File: config.mk
export PLATFORM = sky130hd
export DESIGN_NAME = writeback_arbiter_flat
export DESIGN_NICKNAME = d
export VERILOG_FILES = /design/src/rtl/rf_pkg.sv /design/src/rtl/writeback_arbiter_if.sv /design/src/rtl/wb_squash_fifo.sv /design/src/rtl/writeback_arbiter.sv /design/src/flat_wrapper.sv
export SDC_FILE = /design/constraint.sdc
export NUM_CORES = 1
export LEC_CHECK = 0
export BUFFER_PORTS_ARGS = -buffer_cell sky130_fd_sc_hd__clkbuf_2
export CELL_PAD_IN_SITES_DETAIL_PLACEMENT = 1
export CELL_PAD_IN_SITES_GLOBAL_PLACEMENT = 1
export CORE_MARGIN = 1
export CORE_UTILIZATION = 41
export CTS_BUF_LIST = sky130_fd_sc_hd__clkbuf_2 sky130_fd_sc_hd__clkbuf_4 sky130_fd_sc_hd__clkbuf_8
export CTS_CLUSTER_DIAMETER = 150
export DETAILED_ROUTE_END_ITERATION = 10
export PLACE_DENSITY_LB_ADDON = 0.1
export SLEW_MARGIN = 30
export SYNTH_ARGS = -nofsm -noshare
export SYNTH_HDL_FRONTEND = slang
export SYNTH_SLANG_ARGS = --single-unit
File: constraint.sdc
create_clock -name clk -period 3.2 [get_ports clk]
set_input_delay 0.32 -clock clk [delete_from_list [all_inputs] [get_ports clk]]
set_output_delay 0.32 -clock clk [all_outputs]
set_load 0.05 [all_outputs]
File: src/rtl/rf_pkg.sv
//------------------------------------------------------------------------------
// rf_pkg : register-file constants and the write-back entry type
// Rev 1.0
//------------------------------------------------------------------------------
`default_nettype none

package rf_pkg;
  localparam int XLEN       = 32;
  localparam int REG_ADDR_W = 5;
  localparam logic [REG_ADDR_W-1:0] REG_ZERO = 5'd0;

  typedef struct packed {
    logic                  squashed;
    logic [REG_ADDR_W-1:0] rd;
    logic [XLEN-1:0]       data;
  } wb_entry_t;
endpackage

`default_nettype wire

File: src/rtl/writeback_arbiter_if.sv
//------------------------------------------------------------------------------
// writeback_arbiter_if : ALU / load inputs and register-file write port bundle
// Rev 1.0
//------------------------------------------------------------------------------
`default_nettype none

interface writeback_arbiter_if #(
  parameter int DEPTH = 4,
  parameter int XLEN  = 32
);
  logic                          aluValid;
  logic [rf_pkg::REG_ADDR_W-1:0] aluRd;
  logic [XLEN-1:0]               aluData;
  logic                          aluReady;
  logic                          loadValid;
  logic [rf_pkg::REG_ADDR_W-1:0] loadRd;
  logic [XLEN-1:0]               loadData;
  logic                          regWrite;
  logic [rf_pkg::REG_ADDR_W-1:0] rd;
  logic [XLEN-1:0]               writeData;
  logic [$clog2(DEPTH):0]        pendingCount;

  modport master (
    output aluValid, aluRd, aluData, loadValid, loadRd, loadData,
    input  aluReady, regWrite, rd, writeData, pendingCount
  );

  modport slave (
    input  aluValid, aluRd, aluData, loadValid, loadRd, loadData,
    output aluReady, regWrite, rd, writeData, pendingCount
  );
endinterface

`default_nettype wire

File: src/rtl/wb_squash_fifo.sv
//------------------------------------------------------------------------------
// wb_squash_fifo : in-order circular queue of ALU results with per-entry squash
// Rev 1.0
//------------------------------------------------------------------------------
`default_nettype none

module wb_squash_fifo
  import rf_pkg::*;
#(
  parameter int DEPTH = 4,
  parameter int XLEN  = 32
) (
  input  wire logic                  clk,
  input  wire logic                  rst_n,
  input  wire logic                  i_push,
  input  wire logic [REG_ADDR_W-1:0] i_push_rd,
  input  wire logic [XLEN-1:0]       i_push_data,
  input  wire logic                  i_pop,
  input  wire logic                  i_squash_en,
  input  wire logic [REG_ADDR_W-1:0] i_squash_rd,
  output logic                       o_head_sq,
  output logic [REG_ADDR_W-1:0]      o_head_rd,
  output logic [XLEN-1:0]            o_head_data,
  output logic [$clog2(DEPTH):0]     o_count
);

  localparam int PW = $clog2(DEPTH);
  localparam int CW = PW + 1;
  localparam logic [CW-1:0] c_full = CW'(DEPTH);

  logic [PW-1:0]         r_wr_ptr;
  logic [PW-1:0]         r_rd_ptr;
  logic [CW-1:0]         r_count;
  logic [DEPTH-1:0]      r_valid;
  logic [DEPTH-1:0]      r_sq;
  logic [REG_ADDR_W-1:0] r_rd   [DEPTH];
  logic [XLEN-1:0]       r_data [DEPTH];

  logic w_push_ok;
  logic w_pop_ok;

  assign w_push_ok = i_push && (r_count != c_full);
  assign w_pop_ok  = i_pop && (r_count != '0);

  // Pointers are PW bits wide, so wrap modulo DEPTH falls out of the adder.
  always_ff @(posedge clk or negedge rst_n) begin
    if (!rst_n) begin
      r_wr_ptr <= '0;
      r_rd_ptr <= '0;
      r_count  <= '0;
      r_valid  <= '0;
      r_sq     <= '0;
      for (int i = 0; i < DEPTH; i++) begin
        r_rd[i]   <= '0;
        r_data[i] <= '0;
      end
    end else begin
      for (int i = 0; i < DEPTH; i++) begin
        if (i_squash_en && r_valid[i] && (r_rd[i] == i_squash_rd))
          r_sq[i] <= 1'b1;
      end
      if (w_pop_ok) begin
        r_valid[r_rd_ptr] <= 1'b0;
        r_rd_ptr          <= r_rd_ptr + 1'b1;
      end
      if (w_push_ok) begin
        r_valid[r_wr_ptr] <= 1'b1;
        r_sq[r_wr_ptr]    <= 1'b0;
        r_rd[r_wr_ptr]    <= i_push_rd;
        r_data[r_wr_ptr]  <= i_push_data;
        r_wr_ptr          <= r_wr_ptr + 1'b1;
      end
      r_count <= r_count + CW'(w_push_ok) - CW'(w_pop_ok);
    end
  end

  assign o_head_sq   = r_sq[r_rd_ptr];
  assign o_head_rd   = r_rd[r_rd_ptr];
  assign o_head_data = r_data[r_rd_ptr];
  assign o_count     = r_count;

endmodule

`default_nettype wire

File: src/rtl/writeback_arbiter.sv
//------------------------------------------------------------------------------
// writeback_arbiter : load-priority merge of ALU results and loads onto one RF write port
// Rev 1.0
//------------------------------------------------------------------------------
`default_nettype none

module writeback_arbiter #(
  parameter int DEPTH = 4,
  parameter int XLEN  = 32
) (
  input  wire logic          clk,
  input  wire logic          rst_n,
  writeback_arbiter_if.slave bus
);
  import rf_pkg::*;

  localparam int CW = $clog2(DEPTH) + 1;
  localparam logic [CW-1:0] c_full = CW'(DEPTH);

  logic                  w_head_sq;
  logic [REG_ADDR_W-1:0] w_head_rd;
  logic [XLEN-1:0]       w_head_data;
  logic [CW-1:0]         w_count;
  logic                  w_alu_ready;
  logic                  w_load_sel;
  logic                  w_alu_fresh;
  logic                  w_deq;
  logic                  w_bypass;
  logic                  w_enq;
  logic                  w_sel_any;
  logic                  w_wr_en;
  logic [REG_ADDR_W-1:0] w_sel_rd;
  logic [XLEN-1:0]       w_sel_data;

  logic                  r_reg_write;
  logic [REG_ADDR_W-1:0] r_rd;
  logic [XLEN-1:0]       r_wdata;

  assign w_alu_ready = (w_count != c_full);
  assign w_load_sel  = bus.loadValid && (bus.loadRd != REG_ZERO);
  assign w_alu_fresh = bus.aluValid && w_alu_ready && (bus.aluRd != REG_ZERO);
  assign w_deq       = !w_load_sel && (w_count != '0);
  assign w_bypass    = !w_load_sel && (w_count == '0) && w_alu_fresh;
  assign w_enq       = w_alu_fresh && !w_bypass;

  wb_squash_fifo #(
    .DEPTH (DEPTH),
    .XLEN  (XLEN)
  ) u_fifo (
    .clk         (clk),
    .rst_n       (rst_n),
    .i_push      (w_enq),
    .i_push_rd   (bus.aluRd),
    .i_push_data (bus.aluData),
    .i_pop       (w_deq),
    .i_squash_en (w_load_sel),
    .i_squash_rd (bus.loadRd),
    .o_head_sq   (w_head_sq),
    .o_head_rd   (w_head_rd),
    .o_head_data (w_head_data),
    .o_count     (w_count)
  );

  // A squashed head still consumes its slot, it just writes nothing.
  always_comb begin
    w_sel_any  = 1'b0;
    w_wr_en    = 1'b0;
    w_sel_rd   = r_rd;
    w_sel_data = r_wdata;
    if (w_load_sel) begin
      w_sel_any  = 1'b1;
      w_wr_en    = 1'b1;
      w_sel_rd   = bus.loadRd;
      w_sel_data = bus.loadData;
    end else if (w_deq) begin
      w_sel_any  = 1'b1;
      w_wr_en    = !w_head_sq;
      w_sel_rd   = w_head_rd;
      w_sel_data = w_head_data;
    end else if (w_bypass) begin
      w_sel_any  = 1'b1;
      w_wr_en    = 1'b1;
      w_sel_rd   = bus.aluRd;
      w_sel_data = bus.aluData;
    end
  end

  always_ff @(posedge clk or negedge rst_n) begin
    if (!rst_n) begin
      r_reg_write <= 1'b0;
      r_rd        <= '0;
      r_wdata     <= '0;
    end else begin
      r_reg_write <= w_wr_en;
      if (w_sel_any) begin
        r_rd    <= w_sel_rd;
        r_wdata <= w_sel_data;
      end
    end
  end

  assign bus.aluReady     = w_alu_ready;
  assign bus.regWrite     = r_reg_write;
  assign bus.rd           = r_rd;
  assign bus.writeData    = r_wdata;
  assign bus.pendingCount = w_count;

endmodule

`default_nettype wire
File: src/flat_wrapper.sv
// flat-port wrapper written by rule: the top's interface ports become plain ports
module writeback_arbiter_flat import rf_pkg::*;
#(
  parameter int DEPTH = 4,
  parameter int XLEN  = 32
)
  (clk, rst_n, bus_aluValid, bus_aluRd, bus_aluData, bus_loadValid, bus_loadRd, bus_loadData, bus_aluReady, bus_regWrite, bus_rd, bus_writeData, bus_pendingCount);
  writeback_arbiter_if #(.DEPTH(DEPTH), .XLEN(XLEN)) bus_i ();
  input  wire logic clk;
  input  wire logic rst_n;
  input wire logic [$bits(bus_i.aluValid)-1:0] bus_aluValid;
  input wire logic [$bits(bus_i.aluRd)-1:0] bus_aluRd;
  input wire logic [$bits(bus_i.aluData)-1:0] bus_aluData;
  input wire logic [$bits(bus_i.loadValid)-1:0] bus_loadValid;
  input wire logic [$bits(bus_i.loadRd)-1:0] bus_loadRd;
  input wire logic [$bits(bus_i.loadData)-1:0] bus_loadData;
  output wire logic [$bits(bus_i.aluReady)-1:0] bus_aluReady;
  output wire logic [$bits(bus_i.regWrite)-1:0] bus_regWrite;
  output wire logic [$bits(bus_i.rd)-1:0] bus_rd;
  output wire logic [$bits(bus_i.writeData)-1:0] bus_writeData;
  output wire logic [$bits(bus_i.pendingCount)-1:0] bus_pendingCount;
  assign bus_i.aluValid = bus_aluValid;
  assign bus_i.aluRd = bus_aluRd;
  assign bus_i.aluData = bus_aluData;
  assign bus_i.loadValid = bus_loadValid;
  assign bus_i.loadRd = bus_loadRd;
  assign bus_i.loadData = bus_loadData;
  assign bus_aluReady = bus_i.aluReady;
  assign bus_regWrite = bus_i.regWrite;
  assign bus_rd = bus_i.rd;
  assign bus_writeData = bus_i.writeData;
  assign bus_pendingCount = bus_i.pendingCount;
  writeback_arbiter #(.DEPTH(DEPTH), .XLEN(XLEN)) u_core (.clk(clk), .rst_n(rst_n), .bus(bus_i));
endmodule
==> reports/results.ini, run 1 <==
[detailed_routing]
num_vias=6465
wl_per_cell_um=22.1
wl_met1_um=11500
dr.max_layer_used=met4
met3_length_um=894
dr_wl_met2_um=13200
drcViolationCount=0
wirelength_um=26000
drt_iter0_markers=319
ant_nets=0
dr.pass1.iters=5
routed_via_density=5.50

[setup_path]
path_common_cell=inv_1
r2r_slack_ns=0.55
worstPathRequired_ns=3.65
r2r_cells=11
crit_slowest_cell=or4_1
crit_arrival_ns=3.10
cp.depth=11
critPathBufInv=3
r2r-end=u_core.u_fifo.o_count[2]$_DFF_PN0_
crit_type=reg -> reg
start_kind=flip-flop
critical-path-max-stage-delay_ns=0.53
reg2reg_from=u_core.u_fifo.o_count[2]$_DFF_PN0_
crit_fanout=11
crit_family=simple AND/OR/NAND/NOR gates
end_kind=flip-flop
crit_start=u_core.u_fifo.o_count[2]$_DFF_PN0_
critPathCapture=u_core.u_fifo.o_count[2]$_DFF_PN0_
crit_chain=or4_1 -> o21a_2 -> and2_4 -> inv_1 -> ha_1 -> inv_1 -> ha_1 -> inv_1 -> fa_1 -> xnor2_1 -> xnor2_1

[synth]
synth_cell_type_count=40
synth-warning-count=0
netlist_instances=714
yosysSeqAreaShare_pct=51.8
syn_area_per_cell_um2=13.6
syn_area_um2=9710
synth_nets=803
ys_seq_elements=201

[final_layout]
syn2layout_area_growth_pct=17.3
nNetsFinal=928
drive_gt1_share_pct=47.4
final_util_pct=49.7
num_antenna_cells=0

[clock_network]
clock_latency_ns=0.53
cts.clk_slew.worst_paths_ns=0.06
cts_setup_buffers=0
cts_sinks=201
cts-root-buf=clkbuf_8
ctsHtreeMaxLevel=2
cts_tree=built
clock_path_buffers=3
numCtsBuffers=38

[floorplanning]
die_h_um=156
rows=55
die_w_um=156
initial_utilization_pct=42.4
dieArea_um2=24300
core_um2=22900
io_pins=120

[timing]
tns_ns=0
worstMarginPinSlew_ns=0.685
period_needed_ns=2.65
drv_slew=0
finalCritPeriodShare_pct=82.9
clock.fmax_ghz=0.377
hold_viol=0
setup_viol_count_final=0
slew_headroom_pct=54.4
rsz0062_at_grt=no
skew_ns=0.0195
hold_ws_ns=0.0913

[grt]
antenna_found_initial=0
grt_pass1_wl_um=41900
grt_pass1_vias=7448
gr-usage-all-layers_pct=22.6
overflow=0
grt_max_degree=80

[run_status]
outcome=completed

[power_and_ir_drop]
worst_ir_drop_vdd_uv=511
p_per_area_nw_per_um2=1130
leakage_uw=0.00504

[hold_path]
hp-class=in -> reg

[placed_design]
place.gp.congestion=0.829
port_buffers=119
dp_hpwl_um=16300

[run]
maxCapViolations=0

worst min-delay path by stage:
stage / startpoint / end / slack, ns / cells after the start
floorplan: rst_n / u_core.bus.rd[0]$_DFFE_PN0P_ / 0.02 / 0
global placement: rst_n / u_core.bus.writeData[0]$_DFFE_PN0P_ / 0.36 / 1
detailed placement: rst_n / u_core.u_fifo.r_rd[18]$_DFFE_PN0P_ / 0.37 / 1
CTS: bus_loadData[2] / u_core.bus.writeData[2]$_DFFE_PN0P_ / 0.07 / 3
global route: bus_aluData[7] / u_core.u_fifo.r_data[7]$_DFFE_PN0P_ / 0.08 / 2
finish: bus_aluData[27] / u_core.u_fifo.r_data[27]$_DFFE_PN0P_ / 0.09 / 2
per-stage QoR:
step | total power, µW | instances | setup slack [ns] | area (µm²)
after floorplan | 8920 | 714 | 0.0525 | 9710
after global placement | 10200 | 1111 | 0.308 | 10600
after detailed placement | 10500 | 1111 | 0.254 | 10600
after CTS | 13100 | 1175 | 0.526 | 11400
after global routing | 13700 | 1175 | 0.421 | 11400
final | 12900 | 1175 | 0.549 | 11400
sequential cells by signal (all words and copies together) (netlist names):
signal	cells
u_core.u_fifo.r_sq	4
u_core.u_fifo.r_rd	20
u_core.u_fifo.r_rd_ptr	2
u_core.u_fifo.r_valid	4
u_core.u_fifo.r_wr_ptr	2
u_core.u_fifo.r_data	128
u_core.bus.rd	5
u_core.u_fifo.o_count	3
u_core.bus.regWrite	1
u_core.bus.writeData	32
power by group:
part | internal, µW | switching (µW) | leakage [µW]
Combinational | 2670 | 2950 | 0.00226
Clock | 1460 | 1070 | 0.000408
Sequential | 3870 | 868 | 0.00238
kinds of logic (layout without fill, tap and decap cells):
family	after synthesis	after routing	share of synthesized area, %
xor+xnor	24	24	2.17
fa+ha+maj	11	11	1.50
mux	189	189	26.3
buf+inv	66	214	4.28
compound gates	93	93	7.15
simple gates	130	130	6.77
flops	201	201	51.8
worst reg2reg max path, stage by stage, from the launching register on:
cell	delay, ns
dfrtp_2	0.45
or4_1	0.53
o21a_2	0.22
and2_4	0.18
inv_1	0.07
ha_1	0.22
inv_1	0.05
ha_1	0.12
inv_1	0.05
fa_1	0.37
xnor2_1	0.18
xnor2_1	0.13
what timing repair did:
| item | CTS | global route |
|---|---|---|
| resized for setup | 0 | 0 |
| hold endpoints to repair | 65 | 0 |
| hold buffers | 1 | 0 |
layout make-up:
cell class,instances,area (µm²)
Inverter,9,33.8
Sequential cell,201,5030
Clock inverter,4,22.5
Tap cell,313,392
Multi-Input combinational cell,447,4280
Clock buffer,59,743
Timing Repair Buffer,142,880
Fill cell,2359,11500
routing by layer:
metal	vias up	GRT usage, %
li1	2897	-
met1	3406	29.1
met2	133	39.5
met3	29	3.53
met4	0	6.35
met5	-	0
placed cells by master, fill, tap and decap left out, types with 5 or more instances in the layout:
cell type and count:
a21oi_1 5, o22ai_1 35, o2bb2ai_1 36, mux4_2 38, clkbuf_4 11, buf_12 8
nand3_1 5, ha_1 10, inv_1 9, xnor2_1 8, dfrtp_1 197, buf_4 14
nand2_1 71, and3_1 35, xor2_1 16, clkbuf_8 49, mux2_2 150, clkbuf_2 118
Yosys cell counts, drive strengths merged:
cell type / count / area share, %
fa: 1 / 0.21
nor3: 1 / 0.052
and2: 1 / 0.090
buf: 35 / 3.1
or3b: 1 / 0.090
mux4: 38 / 8.8
or4: 4 / 0.35
mux2: 150 / 17
nand2: 71 / 2.7
or3: 1 / 0.064
o41ai: 1 / 0.090
xor2: 16 / 1.4
a31oi: 1 / 0.064
o211a: 1 / 0.10
o21a: 2 / 0.15
nor2: 3 / 0.19
a22o: 4 / 0.36
and3: 35 / 2.3
nand3: 9 / 0.67
nor4: 4 / 0.26
inv: 9 / 0.35
o2bb2ai: 36 / 3.2
xnor2: 8 / 0.72
o21ai: 3 / 0.15
ha: 10 / 1.3
a21oi: 5 / 0.26
a41oi: 4 / 0.36
o22ai: 35 / 2.3
clkbuf: 22 / 0.86
dfrtp: 201 / 52
mux2i: 1 / 0.10
a32o: 1 / 0.10
Note: power is estimated with default switching activity, not from simulation.
==> run 2, diff against run 1 <==
==> constraint.sdc (replaced) <==
create_clock -name clk -period 2.2 [get_ports clk]
set_input_delay 0.22 -clock clk [delete_from_list [all_inputs] [get_ports clk]]
set_output_delay 0.22 -clock clk [all_outputs]
set_load 0.05 [all_outputs]
==> run 2 against run 1 <==
Compared with the run above: critical path type unchanged; first-iteration DRC count fell by 23%; highest routed layer unchanged; final area is 7.6% higher; register-to-register slack lost 0.85 ns; worst setup slack got worse by 0.85 ns; largest power group unchanged; core utilization rose by 3.8 points; clock power rose by 52%; flip-flop and latch count unchanged; critical path depth unchanged; die area stayed put; the flow now finishes with violations (negative setup slack); largest cell class unchanged.
==> reports/results.ini, run 2 (same netlist as run 1, synthesis figures left out) <==
[grt]
antenna_found_initial=0  ; unchanged
grtUsageMet3_pct=3.89  ; was 3.53%
grt_use_met2_pct=41.6  ; was 39.5%
grt_pass1_wl_um=43900  ; was 41,900 µm
top_usage_layer=met2  ; unchanged
gr-usage-all-layers_pct=23.6  ; was 22.6%
overflow=0  ; unchanged
grt_pass1_vias=7831  ; was 7,448
grt_max_degree=70  ; was 80
gr-usage-met1_pct=30.1  ; was 29.1%

[timing]
slew_headroom_pct=57.1  ; was 54.4%
drv_slew=0  ; unchanged
period_needed_ns=2.50  ; was 2.65 ns
finalCritPeriodShare_pct=114  ; was 82.9%
rsz0062_at_grt=yes  ; was no
skew_ns=0.0188  ; was 0.0195 ns
hold_viol=0  ; unchanged
worstMarginPinSlew_ns=0.643  ; was 0.685 ns
clock.fmax_ghz=0.400  ; was 0.377 GHz
setup_viol_count_final=153  ; was 0
hold_ws_ns=0.0157  ; was 0.0913 ns
worst_slack_ns=-0.298  ; was 0.549 ns

[setup_path]
critical-path-max-stage-delay_ns=0.51  ; was 0.53 ns
crit_slowest_cell=or4_1  ; unchanged
crit_chain=or4_1 -> o21a_2 -> and2_4 -> inv_2 -> ha_4 -> inv_4 -> ha_4 -> inv_2 -> fa_2 -> xnor2_2 -> xnor2_1  ; was or4_1 -> o21a_2 -> and2_4 -> inv_1 -> ha_1 -> inv_1 -> ha_1 -> inv_1 -> fa_1 -> xnor2_1 -> xnor2_1
end_kind=flip-flop  ; unchanged
worstPathRequired_ns=2.60  ; was 3.65 ns
r2r_cells=11  ; unchanged
crit_family=adder cells  ; was simple AND/OR/NAND/NOR gates
r2r-end=u_core.u_fifo.o_count[2]$_DFF_PN0_  ; unchanged
crit_arrival_ns=2.90  ; was 3.10 ns
start_kind=flip-flop  ; unchanged
crit_type=reg -> reg  ; unchanged
r2r_slack_ns=-0.30  ; was 0.55 ns
crit_start=u_core.u_fifo.o_count[2]$_DFF_PN0_  ; unchanged
crit_fanout=3  ; was 11
reg2reg_from=u_core.u_fifo.o_count[2]$_DFF_PN0_  ; unchanged
critPathBufInv=3  ; unchanged

[clock_network]
cts-root-buf=clkbuf_8  ; unchanged
cts_tree=built  ; unchanged
cts_sinks=201  ; unchanged
ctsHtreeMaxLevel=2  ; unchanged
clock_path_buffers=3  ; unchanged
cts.clk_slew.worst_paths_ns=0.06  ; about the same
numCtsBuffers=38  ; unchanged
clock_latency_ns=0.53  ; about the same

[final_layout]
largest_reg_flops=128  ; unchanged
final_cell_mix=dfrtp_1 (196), mux2_2 (150), clkbuf_2 (118)  ; was dfrtp_1 (197), mux2_2 (150), clkbuf_2 (118)
drive_gt1_share_pct=47.6  ; was 47.4%
top_register=u_core.u_fifo.r_data  ; unchanged
num_antenna_cells=0  ; unchanged
syn2layout_area_growth_pct=26.3  ; was 17.3%
final_common_cell=dfrtp_1  ; unchanged
nNetsFinal=1005  ; was 928

[floorplanning]
core_um2=22900  ; unchanged
rows=55  ; unchanged
die_w_um=156  ; unchanged
initial_utilization_pct=42.4  ; unchanged
die_h_um=156  ; unchanged
io_pins=120  ; unchanged
dieArea_um2=24300  ; unchanged

[detailed_routing]
dr.pass1.iters=4  ; was 5
drcViolationCount=0  ; unchanged
num_vias=6912  ; was 6,465
ant_nets=0  ; unchanged
drt_iter0_markers=246  ; was 319
wl_per_cell_um=21.6  ; was 22.1 µm
wirelength_um=27200  ; was 26,000 µm
routed_via_density=5.50  ; about the same

[placed_design]
place.gp.congestion=0.813  ; was 0.829
dp_hpwl_um=17000  ; was 16,300 µm
port_buffers=119  ; unchanged
pre_cts_ws_ns=-0.376  ; was 0.254 ns

[hold_path]
holdCritStartpoint=bus_loadData[18]  ; was bus_aluData[27]
holdPathEnd=u_core.bus.writeData[18]$_DFFE_PN0P_  ; was u_core.u_fifo.r_data[27]$_DFFE_PN0P_
hold_depth=3  ; was 2
hp-class=in -> reg  ; unchanged

[run]
maxCapViolations=0  ; unchanged

[run_status]
violations=negative setup slack
outcome=finished, violations left  ; was completed

[power_and_ir_drop]
p_per_area_nw_per_um2=1580  ; was 1130 nW/µm²
power.total_uw=19400  ; was 12,900 µW
worst_ir_drop_vdd_uv=730  ; was 511 µV
leakage_uw=0.00543  ; was 0.00504 µW

-- run 2: changes by cell type in the layout (fill, tap and decap cells not counted), moves of 3 or more --
cell           before  now
dlygate4sd3_1       1   52
inv_1               9    5
clkbuf_4           11   17
inv_2               0    3
buf_12              8   14
buf_4              14   34
-- run 2: worst register-to-register path, stage by stage, from the launching register on --
cell and delay, ns:
dfrtp_2 0.41, or4_1 0.51, o21a_2 0.22, and2_4 0.14
inv_2 0.06, ha_4 0.19, inv_4 0.05, ha_4 0.12
inv_2 0.04, fa_2 0.36, xnor2_2 0.14, xnor2_1 0.13
-- run 2: timing repair --
item	4_1_cts	5_1_grt
endpoints found under the hold margin	185	0
pin swaps	7	3
buffers inserted	1	1
hold buffers	52	0
resized for setup	7	1
setup endpoints to repair	153	188
-- run 2: power breakdown --
part           switching [µW]  total [µW]  internal [µW]
registers                1190        6820           5630
clock network            1570        3840           2270
logic                    4540        8760           4220
-- run 2: stage by stage --
| step | util [%] | instances | TNS (ns) | area (µm²) |
|---|---|---|---|---|
| 2_1_floorplan | - | 714 | -1.60 | 9730 |
| 3_3_place_gp | 47.5 | 1136 | -27.04 | 10900 |
| 3_5_place_dp | 47.5 | 1136 | -35.95 | 10900 |
| 4_1_cts | 53.5 | 1256 | -28.93 | 12300 |
| 5_1_grt | 53.5 | 1257 | -47.35 | 12300 |
| 6_report | 53.5 | 1257 | -33.79 | 12300 |
-- run 2: area by class of cell --
type,count,area (µm²)
Sequential cell,201,5040
Clock buffer,66,802
Fill cell,2362,10700
Tap cell,313,392
Clock inverter,2,12.5
Multi-Input combinational cell,447,4320
Timing Repair Buffer,219,1660
Inverter,9,36.3
-- run 2: worst max-delay path by stage --
stage                                         endpoint  slack, ns  cells past startpoint
finish              u_core.u_fifo.o_count[2]$_DFF_PN0_      -0.30                     11
global placement    u_core.u_fifo.o_count[2]$_DFF_PN0_      -0.30                     12
CTS                 u_core.u_fifo.o_count[2]$_DFF_PN0_      -0.32                     11
global route        u_core.u_fifo.o_count[2]$_DFF_PN0_      -0.36                     11
floorplan           u_core.u_fifo.o_count[2]$_DFF_PN0_      -0.74                     14
detailed placement  u_core.u_fifo.o_count[2]$_DFF_PN0_      -0.38                     12
-- run 2: routing by layer --
layer	share of wire (%)	wire (µm)	vias to the layer above
met4	1.8	477	0
met3	3.9	1070	41
met2	52	14100	152
li1	-	-	3056
met5	0	0	-
met1	43	11600	3663
==> run 3, diff against run 2 <==
--- a/config.mk
+++ b/config.mk
@@ -14,6 +14,7 @@
 export CTS_CLUSTER_DIAMETER = 150
 export DETAILED_ROUTE_END_ITERATION = 10
 export PLACE_DENSITY_LB_ADDON = 0.1
+export REMOVE_ABC_BUFFERS = 1
 export SLEW_MARGIN = 30
 export SYNTH_ARGS = -nofsm -noshare
 export SYNTH_HDL_FRONTEND = slang
==> constraint.sdc (replaced) <==
create_clock -name clk -period 2.8 [get_ports clk]
set_input_delay 0.28 -clock clk [delete_from_list [all_inputs] [get_ports clk]]
set_output_delay 0.28 -clock clk [all_outputs]
set_load 0.05 [all_outputs]
==> run 3 against run 2 <==
Compared with the run above: fmax is 6.4% lower; clock power is 23% lower; non-clock buffer count is 65 lower; core utilization is 3.2 points lower; worst setup slack better by 0.43 ns; the flow now finishes without violations.
==> reports/results.ini, run 3 (same netlist as run 1, synthesis figures left out) <==
[run_status]
outcome=completed  ; was finished, violations left

[timing]
worst_slack_ns=0.132  ; was -0.298 ns
clock.fmax_ghz=0.375  ; was 0.400 GHz
rsz0062_at_grt=no  ; was yes
finalCritPeriodShare_pct=95.3  ; was 114%
skew_ns=0.0187  ; was 0.0188 ns
drv_slew=0  ; unchanged
period_needed_ns=2.67  ; was 2.50 ns
slew_headroom_pct=50.6  ; was 57.1%
hold_viol=0  ; unchanged
worstMarginPinSlew_ns=0.741  ; was 0.643 ns
setup_viol_count_final=0  ; was 153
hold_ws_ns=0.0529  ; was 0.0157 ns

[detailed_routing]
wirelength_um=26500  ; was 27,200 µm
num_vias=6610  ; was 6,912
routed_via_density=5.55  ; was 5.50
ant_nets=0  ; unchanged
dr.pass1.iters=4  ; unchanged
wl_per_cell_um=22.3  ; was 21.6 µm
drcViolationCount=0  ; unchanged
drt_iter0_markers=310  ; was 246

[hold_path]
hp-class=in -> reg  ; unchanged

[setup_path]
crit_arrival_ns=3.10  ; was 2.90 ns
crit_fanout=7  ; was 3
end_kind=flip-flop  ; unchanged
worstPathRequired_ns=3.24  ; was 2.60 ns
r2r_slack_ns=0.13  ; was -0.30 ns
start_kind=flip-flop  ; unchanged
crit_type=reg -> reg  ; unchanged

[final_layout]
nNetsFinal=939  ; was 1,005
final_util_pct=50.3  ; was 53.5%
final_cell_mix=dfrtp_1 (199), mux2_2 (150), clkbuf_2 (118)  ; was dfrtp_1 (196), mux2_2 (150), clkbuf_2 (118)
num_antenna_cells=0  ; unchanged
drive_gt1_share_pct=48.1  ; was 47.6%
final_common_cell=dfrtp_1  ; unchanged
largest_reg_flops=128  ; unchanged
post-route-cell-area_um2=11500  ; was 12,300 µm²
top_register=u_core.u_fifo.r_data  ; unchanged
fillers=2362  ; unchanged
syn2layout_area_growth_pct=18.7  ; was 26.3%

[power_and_ir_drop]
p_per_area_nw_per_um2=1300  ; was 1580 nW/µm²
worst_ir_drop_vdd_uv=615  ; was 730 µV
leakage_uw=0.00512  ; was 0.00543 µW

[clock_network]
cts_setup_buffers=0  ; was 1
cts.clk_slew.worst_paths_ns=0.06  ; about the same
cts-root-buf=clkbuf_8  ; unchanged
clock_latency_ns=0.52  ; was 0.53 ns
cts_tree=built  ; unchanged
clock_path_buffers=3  ; unchanged
cts_sinks=201  ; unchanged
ctsHtreeMaxLevel=2  ; unchanged
numCtsBuffers=37  ; was 38

[run]
maxCapViolations=0  ; unchanged

[grt]
grt_pass1_vias=7511  ; was 7,831
gr-usage-all-layers_pct=22.9  ; was 23.6%
antenna_found_initial=0  ; unchanged
overflow=0  ; unchanged
grt_max_degree=86  ; was 70
grt_pass1_wl_um=42500  ; was 43,900 µm

[floorplanning]
die_h_um=156  ; unchanged
dieArea_um2=24300  ; unchanged
initial_utilization_pct=42.4  ; unchanged
die_w_um=156  ; unchanged
io_pins=120  ; unchanged
rows=55  ; unchanged
core_um2=22900  ; unchanged

[placed_design]
port_buffers=119  ; unchanged
placed_cell_area_um2=10700  ; was 10,900 µm²
place.gp.congestion=0.820  ; was 0.813
pre_cts_ws_ns=0.0780  ; was -0.376 ns
dp_hpwl_um=16400  ; was 17,000 µm

run 3: cell count changes in the layout (fill, tap and decap cells not counted), sizes merged:
cell         before  now
clkinv            1    4
buf              48   34
clkbuf          185  180
dlygate4sd3      52    1
run 3: worst paths after layout:
check	from	to	cells past startpoint
min	bus_aluData[6]	u_core.u_fifo.r_data[70]$_DFFE_PN0P_	2
min reg2reg	u_core.bus.writeData[15]$_DFFE_PN0P_	u_core.bus.writeData[15]$_DFFE_PN0P_	1
max reg2reg	u_core.u_fifo.o_count[2]$_DFF_PN0_	u_core.u_fifo.o_count[2]$_DFF_PN0_	11
max in group asynchronous	rst_n	u_core.u_fifo.r_rd[17]$_DFFE_PN0P_	3
max	u_core.u_fifo.o_count[2]$_DFF_PN0_	u_core.u_fifo.o_count[2]$_DFF_PN0_	11
min in group asynchronous	rst_n	u_core.u_fifo.r_data[126]$_DFFE_PN0P_	2
run 3: critical path: stages (launching register included):
cell     delay (ns)
dfrtp_1        0.45
or4_1          0.54
o21a_2         0.22
and2_4         0.14
inv_1          0.05
ha_1           0.23
inv_1          0.06
ha_1           0.14
inv_1          0.05
fa_1           0.37
xnor2_1        0.19
xnor2_1        0.15
run 3: metal layers:
layer  routed length [µm]  part of all wire (%)  track usage (%)  up-vias
met4                  233                  0.88             5.37        0
met2                13300                    50             39.1      120
li1                     -                     -                -     2931
met5                    0                     0                0        -
met3                  862                   3.3             3.64       18
met1                12100                    45             30.5     3541
run 3: where the power goes:
group | total (µW) | leakage (µW) | internal, µW | switching (µW)
clock | 2960 | 0.000426 | 1740 | 1230
combinational | 6590 | 0.00232 | 3120 | 3470
sequential | 5400 | 0.00238 | 4410 | 987
run 3: what timing repair did:
item | 4_1_cts | 5_1_grt
resized for setup | 0 | 0
setup endpoints to repair | 0 | 0
hold buffers | 1 | 0
endpoints found under the hold margin | 82 | 0
run 3: through the flow:
stage,instances,TNS (ns),power [µW]
finish,1190,0,15000
global route,1190,0,15800
CTS,1190,0,15100
detailed placement,1123,0,12100
global placement,1123,0,11700
floorplan,657,-109.58,9980
run 3: layout make-up:
| type | instances | area (µm²) | area share, % |
|---|---|---|---|
| tap | 313 | 392 | 3.40 |
| clock buffer | 61 | 771 | 6.69 |
| sequential | 201 | 5030 | 43.7 |
| timing repair buffer | 154 | 982 | 8.52 |
| clock inverter | 5 | 31.3 | 0.271 |
| multi-input combinational | 447 | 4280 | 37.1 |
| inverter | 9 | 33.8 | 0.293 |
